<file path="src/rtl/i2s_tx_serializer_if.sv">
// FIFO read port between the audio sample FIFO and the I2S transmitter.
// The FIFO is first-word-fall-through: fifo_out is valid whenever fifo_empty=0,
// and a one-clock fifo_rd_en pops the head word.
interface i2s_tx_serializer_if #(
  parameter int WIDTH = 16
);
  logic [WIDTH-1:0] fifo_out;
  logic             fifo_empty;
  logic             fifo_rd_en;

  // Reader side (the serializer): consumes the head word and issues pops
  modport master (
    input  fifo_out,
    input  fifo_empty,
    output fifo_rd_en
  );

  // FIFO side: presents the head word and accepts pops
  modport slave (
    output fifo_out,
    output fifo_empty,
    input  fifo_rd_en
  );
endinterface

</file>
<file path="src/rtl/i2s_tx_serializer.sv">
// Philips-format I2S transmitter.
// Pops left/right 16-bit samples from a FWFT FIFO and shifts them out MSB-first
// on SDATA, generating BCLK and WS from the system clock. An empty FIFO at a
// load slot sends a silent word and bumps a saturating underrun counter.
module i2s_tx_serializer #(
  parameter int CLK_DIV = 4,
  parameter int WIDTH   = 16
) (
  input  logic                clk,
  input  logic                rst,
  input  logic                en,
  i2s_tx_serializer_if.master fifo_if,
  output logic                bclk,
  output logic                ws,
  output logic                sdata,
  output logic                busy,
  output logic                underrun,
  output logic [7:0]          underrun_cnt
);

  localparam int DIV_W = (CLK_DIV > 1) ? $clog2(CLK_DIV) : 1;
  localparam logic [DIV_W-1:0] DIV_LAST = DIV_W'(CLK_DIV - 1);

  // Slot numbering: left word occupies slots 0..15, right word 16..31.
  localparam logic [4:0] SLOT_ENTRY = 5'd30;
  localparam logic [4:0] SLOT_LAST  = 5'd31;
  localparam logic [4:0] SLOT_LEFT  = 5'd0;
  localparam logic [4:0] SLOT_RIGHT = 5'd16;

  typedef enum logic [0:0] {
    ST_IDLE = 1'b0,
    ST_RUN  = 1'b1
  } state_t;

  state_t           r_state;
  state_t           w_state_next;

  logic [DIV_W-1:0] r_div;
  logic             r_bclk;
  logic             r_ws;
  logic             r_sdata;
  logic             r_busy;
  logic             r_rd_en;
  logic             r_underrun;
  logic [7:0]       r_underrun_cnt;
  logic [4:0]       r_slot;
  logic [WIDTH-1:0] r_shift;

  logic             w_start;
  logic             w_tick;
  logic             w_fall;
  logic             w_stop;
  logic             w_load;
  logic [4:0]       w_slot_next;

  // WS is high for the right channel and switches one slot ahead of the MSB.
  function automatic logic ws_for_slot(input logic [4:0] slot);
    return (slot >= 5'd15) && (slot <= 5'd30);
  endfunction

  // FSM state register
  always_ff @(posedge clk or negedge rst) begin
    if (!rst) begin
      r_state <= ST_IDLE;
    end else begin
      r_state <= w_state_next;
    end
  end

  // Next state and slot-event decode; a frame only ends at its final slot.
  always_comb begin
    w_state_next = r_state;
    w_start      = 1'b0;
    w_tick       = 1'b0;
    w_fall       = 1'b0;
    w_stop       = 1'b0;
    w_load       = 1'b0;
    w_slot_next  = r_slot;
    case (r_state)
      ST_IDLE: begin
        if (en) begin
          w_start      = 1'b1;
          w_state_next = ST_RUN;
        end else begin
          w_state_next = ST_IDLE;
        end
      end
      ST_RUN: begin
        if (r_div == DIV_LAST) begin
          w_tick = 1'b1;
          if (r_bclk) begin
            w_fall = 1'b1;
            if ((r_slot == SLOT_LAST) && !en) begin
              w_stop       = 1'b1;
              w_state_next = ST_IDLE;
            end else begin
              w_slot_next = (r_slot == SLOT_LAST) ? SLOT_LEFT : (r_slot + 5'd1);
              w_load      = (w_slot_next == SLOT_LEFT) || (w_slot_next == SLOT_RIGHT);
            end
          end else begin
            w_fall = 1'b0;
          end
        end else begin
          w_tick = 1'b0;
        end
      end
      default: begin
        w_state_next = ST_IDLE;
      end
    endcase
  end

  // Bit clock divider, slot counter, shift register and FIFO pop/underrun handling
  always_ff @(posedge clk or negedge rst) begin
    if (!rst) begin
      r_div          <= '0;
      r_bclk         <= 1'b0;
      r_ws           <= 1'b1;
      r_sdata        <= 1'b0;
      r_busy         <= 1'b0;
      r_rd_en        <= 1'b0;
      r_underrun     <= 1'b0;
      r_underrun_cnt <= 8'd0;
      r_slot         <= SLOT_ENTRY;
      r_shift        <= '0;
    end else begin
      r_rd_en    <= 1'b0;
      r_underrun <= 1'b0;
      if (w_start) begin
        // Shift register is cleared so the two pre-roll slots are silent.
        r_div   <= '0;
        r_bclk  <= 1'b0;
        r_slot  <= SLOT_ENTRY;
        r_ws    <= 1'b1;
        r_shift <= '0;
        r_sdata <= 1'b0;
        r_busy  <= 1'b1;
      end else if (r_state == ST_RUN) begin
        if (w_tick) begin
          r_div  <= '0;
          r_bclk <= ~r_bclk;
        end else begin
          r_div <= r_div + {{(DIV_W-1){1'b0}}, 1'b1};
        end
        if (w_stop) begin
          r_bclk  <= 1'b0;
          r_ws    <= 1'b1;
          r_sdata <= 1'b0;
          r_busy  <= 1'b0;
          r_slot  <= SLOT_ENTRY;
        end else if (w_fall) begin
          r_slot <= w_slot_next;
          r_ws   <= ws_for_slot(w_slot_next);
          if (w_load) begin
            if (!fifo_if.fifo_empty) begin
              r_shift <= fifo_if.fifo_out;
              r_sdata <= fifo_if.fifo_out[WIDTH-1];
              r_rd_en <= 1'b1;
            end else begin
              r_shift    <= '0;
              r_sdata    <= 1'b0;
              r_underrun <= 1'b1;
              if (r_underrun_cnt != 8'hFF) begin
                r_underrun_cnt <= r_underrun_cnt + 8'd1;
              end else begin
                r_underrun_cnt <= r_underrun_cnt;
              end
            end
          end else begin
            r_shift <= {r_shift[WIDTH-2:0], 1'b0};
            r_sdata <= r_shift[WIDTH-2];
          end
        end else begin
          r_slot <= r_slot;
        end
      end else begin
        r_div <= r_div;
      end
    end
  end

  assign bclk               = r_bclk;
  assign ws                 = r_ws;
  assign sdata              = r_sdata;
  assign busy               = r_busy;
  assign underrun           = r_underrun;
  assign underrun_cnt       = r_underrun_cnt;
  assign fifo_if.fifo_rd_en = r_rd_en;

endmodule

</file>
<file path="src/flat_wrapper.sv">
// flat-port wrapper written by rule: the top's interface ports become plain ports
module i2s_tx_serializer_flat 
#(
  parameter int CLK_DIV = 4,
  parameter int WIDTH   = 16
)
  (clk, rst, en, bclk, ws, sdata, busy, underrun, underrun_cnt, fifo_if_fifo_out, fifo_if_fifo_empty, fifo_if_fifo_rd_en);
  i2s_tx_serializer_if #(.WIDTH(WIDTH)) fifo_if_i ();
  input  logic clk;
  input  logic rst;
  input  logic en;
  output logic bclk;
  output logic ws;
  output logic sdata;
  output logic busy;
  output logic underrun;
  output logic [7:0] underrun_cnt;
  input wire logic [$bits(fifo_if_i.fifo_out)-1:0] fifo_if_fifo_out;
  input wire logic [$bits(fifo_if_i.fifo_empty)-1:0] fifo_if_fifo_empty;
  output wire logic [$bits(fifo_if_i.fifo_rd_en)-1:0] fifo_if_fifo_rd_en;
  assign fifo_if_i.fifo_out = fifo_if_fifo_out;
  assign fifo_if_i.fifo_empty = fifo_if_fifo_empty;
  assign fifo_if_fifo_rd_en = fifo_if_i.fifo_rd_en;
  i2s_tx_serializer #(.CLK_DIV(CLK_DIV), .WIDTH(WIDTH)) u_core (.clk(clk), .rst(rst), .en(en), .fifo_if(fifo_if_i), .bclk(bclk), .ws(ws), .sdata(sdata), .busy(busy), .underrun(underrun), .underrun_cnt(underrun_cnt));
endmodule
</file>
<file path="config.mk">
export PLATFORM = sky130hd
export DESIGN_NAME = i2s_tx_serializer_flat
export DESIGN_NICKNAME = d
export VERILOG_FILES = /design/src/rtl/i2s_tx_serializer_if.sv /design/src/rtl/i2s_tx_serializer.sv /design/src/flat_wrapper.sv
export SDC_FILE = /design/constraint.sdc
export NUM_CORES = 1
export LEC_CHECK = 0
export ABC_CLOCK_PERIOD_IN_PS = 4600
export BUFFER_PORTS_ARGS = -buffer_cell sky130_fd_sc_hd__buf_2
export CORE_MARGIN = 2
export CORE_UTILIZATION = 25
export DETAILED_ROUTE_END_ITERATION = 6
export PLACE_DENSITY = 0.46
export RECOVER_POWER = 25
export SYNTH_ARGS = -nofsm -noshare
export SYNTH_HDL_FRONTEND = slang
export SYNTH_SLANG_ARGS = --single-unit
</file>
<file path="constraint.sdc">
create_clock -name clk -period 4.6 [get_ports clk]
set_input_delay 0.92 -clock clk [delete_from_list [all_inputs] [get_ports clk]]
set_output_delay 0.92 -clock clk [all_outputs]
set_load 0.1 [all_outputs]
</file>
==> out/qor.yml <==
clockBufferDepth: 2
hp-class: "reg2reg"
antenna_left: 0
drt_wl_total_um: 3680
arrival_ns: 3.01
cp-startpoint: "u_core.r_slot[1]"
endpoint_kind: "flip-flop"
power_density_nw_per_um2: 605
p_sw_share_pct: 38.0
combPwrFrac_pct: 34.9
antenna_cells: 0
postSynthAreaPerCell_sq_um: 10.7
crit_top_cell: "ha_1"
chipHeight_um: 87.2
required_ns: 4.79
min_from: "u_core.r_shift[14]"
post_cts_buffers: 0
cts_resized: 0
p_clk_share_pct: 27.4
violations: "capacitance limit, slew limit"
clk_pin_slew_ns: 0.08
fin_nets: 220
root_buffer: "clkbuf_8"
row_count: 30
grt_max_degree: 38
via_count: 1311
start_util_pct: 25.6
grt_util_all_layers_pct: 10.6
critical_path_class: "reg2reg"
drive_gt1_share_pct: 26.4
grt_pass1_vias: 1275
cpMaxStageDelayCell: "o21bai_1"
htreeDepth: 2
grt_pass1_wl_um: 6310
switchingPower_mw: 0.482
slew_headroom_pct: -36.3
core_region_area_sq_um: 6760
final_max_slew_viol_count: 38
portBuffers: 33
fmax_ghz: 0.354
drc: 0
dp_hpwl_um: 2490
clock_latency_ns: 0.30
skew_ns: 0.00968
die_area_sq_um: 7600
rsz0062_at_grt: "no"
firstDrtPassIters: 4
ios: 34
dieWidth_um: 87.2
vias_per_cell: 4.73
total_power_mw: 1.27
wl_per_cell_um: 13.3
hold_buffers: 0
synth_cells: 161
fin_crit_sh_pct: 61.4
crit_chain: "ha_1 > and3_1 > ha_1 > inv_1 > o21bai_1 > o21ba_2 > a32oi_1 > nand2_1"
drv_cap: 1
worst_slew_pin_slew_ns: 2.04
place_congestion: 0.753
p_leak_nw: 1.01
crit_fanout: 15
critPathTopFamily: "compound AO/OA/AOI/OAI gates"
p_int_mw: 0.786
cp-start-kind: "flip-flop"
period_needed_ns: 2.82
antenna_found_initial: 0
area_growth_pct: 21.1
max_stage_delay_ns: 0.79
synthDistinctLibCells: 36
setup_viol: 0
grt_overflow: 0
syn_nets: 185
drt_iter0_drc: 54
clkSinkCount: 37
hold_ws_ns: 0.500
ys_ff_latch: 37
irDropWorstVdd_uv: 184
tns_ns: 0
netlist_area_sq_um: 1730
cts_tree: "built"
timing.rr.start: "u_core.r_slot[1]"
outcome: "complete, but fails checks"
ys_seq_area_share_pct: 53.9
p_seq_share_pct: 37.7
numCtsBuffers: 5
ys_warn_count: 0
crit_buf_inv: 1
hold_viol_final: 0
[power by group through the flow]
stage,logic [mW],clock network [mW],registers (mW)
3_3_place_gp,0.439,0,0.486
6_report,0.442,0.348,0.478
5_1_grt,0.490,0.373,0.493
2_1_floorplan,0.266,0,0.573
3_5_place_dp,0.443,0,0.485
4_1_cts,0.445,0.360,0.479
[state kept, by name (all words and copies together), names as in the netlist]
name / count
u_core.sdata: 1
u_core.ws: 1
u_core.r_div: 2
u_core.r_shift: 15
u_core.busy: 1
u_core.underrun_cnt: 8
u_core.bclk: 1
u_core.fifo_if.fifo_rd_en: 1
u_core.r_state: 1
u_core.r_slot: 5
u_core.underrun: 1
[cells in the final DEF (no fill, tap or decap), types with 5 or more instances in the layout]
| cell type | netlist | routed |
|---|---|---|
| a22oi_1 | 14 | 14 |
| buf_2 | 1 | 31 |
| clkbuf_8 | 0 | 5 |
| dfrtp_1 | 32 | 32 |
| dfstp_2 | 5 | 5 |
| nand2_1 | 36 | 36 |
| nand3_1 | 5 | 5 |
| nor2_1 | 8 | 8 |
| xnor2_1 | 7 | 7 |
[metrics by stage]
| stage | instances | utilization, % | setup slack (ns) | instance area (sq um) |
|---|---|---|---|---|
| after global routing | 277 | 31.0 | 1.55 | 2100 |
| after global placement | 269 | 29.0 | 1.83 | 1960 |
| after floorplan | 161 | - | 2.21 | 1730 |
| after CTS | 277 | 31.1 | 1.79 | 2100 |
| after detailed placement | 269 | 29.0 | 1.79 | 1960 |
| final | 277 | 31.0 | 1.78 | 2100 |
[logic make-up (layout without fill, tap and decap cells)]
logic type,after synthesis,after routing,share of synthesized area [%]
DFF,37,37,53.9
AOI/OAI and AO/OA,37,37,15.6
adders and majority gates,4,4,2.89
buffers and inverters,7,43,2.46
muxes,3,3,2.17
xor gates and xnor gates,8,8,4.05
and+or+nand+nor,65,65,18.9
[synth_stat cells]
cell      instances  share of area [%]
o21ba_2           1               0.58
and4_1            1               0.51
a22oi_1          14                6.1
o21a_1            1               0.43
nand2_1          36                7.8
a31oi_1           2               0.72
nand4_1           3                1.1
dfrtp_1          32                 46
nand3_2           1               0.58
o22a_1            4                2.0
nand3_1           5                1.4
nor2b_1           2               0.72
nor4_4            2                2.5
a22o_1            2                1.0
mux2_2            2                1.3
a32oi_1           1               0.51
nor4b_1           1               0.51
o21bai_1          1               0.43
nor2_1            8                1.7
a31o_2            1               0.51
ha_1              4                2.9
nor3_1            1               0.29
buf_4             4                1.7
a21oi_1           4                1.2
buf_2             1               0.29
and3_1            2               0.72
dfstp_2           5                7.6
o21ai_0           3               0.87
o211ai_1          1               0.43
nand2b_1          2               0.72
inv_1             2               0.43
xnor2_1           7                3.5
a21o_1            2               0.87
mux2_4            1               0.87
nor4_1            1               0.36
xor2_1            1               0.51
[cell type report]
cell class	count	area, sq um
Inverter	2	7.51
Multi-Input combinational cell	117	756
Fill cell	730	4660
Sequential cell	37	932
Tap cell	80	100
Clock inverter	3	68.8
Timing Repair Buffer	33	163
Clock buffer	5	68.8
[worst min-delay path: stages, from the launching register on]
cell and delay (ns):
dfrtp_1 0.35, a32oi_1 0.06, nand2_1 0.06
[metal layers]
metal  vias to the layer above  part of all wire [%]  track usage, %
met1                       637                    49            14.9
met3                         6                   4.2            3.03
met5                         -                     0               0
li1                        646                     -               -
met2                        22                    46            15.8
met4                         0                   1.3            3.36
[path summary, 6_finish.rpt]
| check | slack, ns | depth (start not counted) | to |
|---|---|---|---|
| worst max-delay path | 1.78 | 8 | u_core.sdata |
| worst min-delay path | 0.50 | 2 | u_core.sdata |
| worst max register to register | 1.78 | 8 | u_core.sdata |
| worst min register to register | 0.50 | 2 | u_core.sdata |
| max in group asynchronous | 2.23 | 1 | u_core.underrun |
| min in group asynchronous | 1.21 | 1 | u_core.r_shift[2] |
Note: power is estimated with default switching activity, not from simulation.
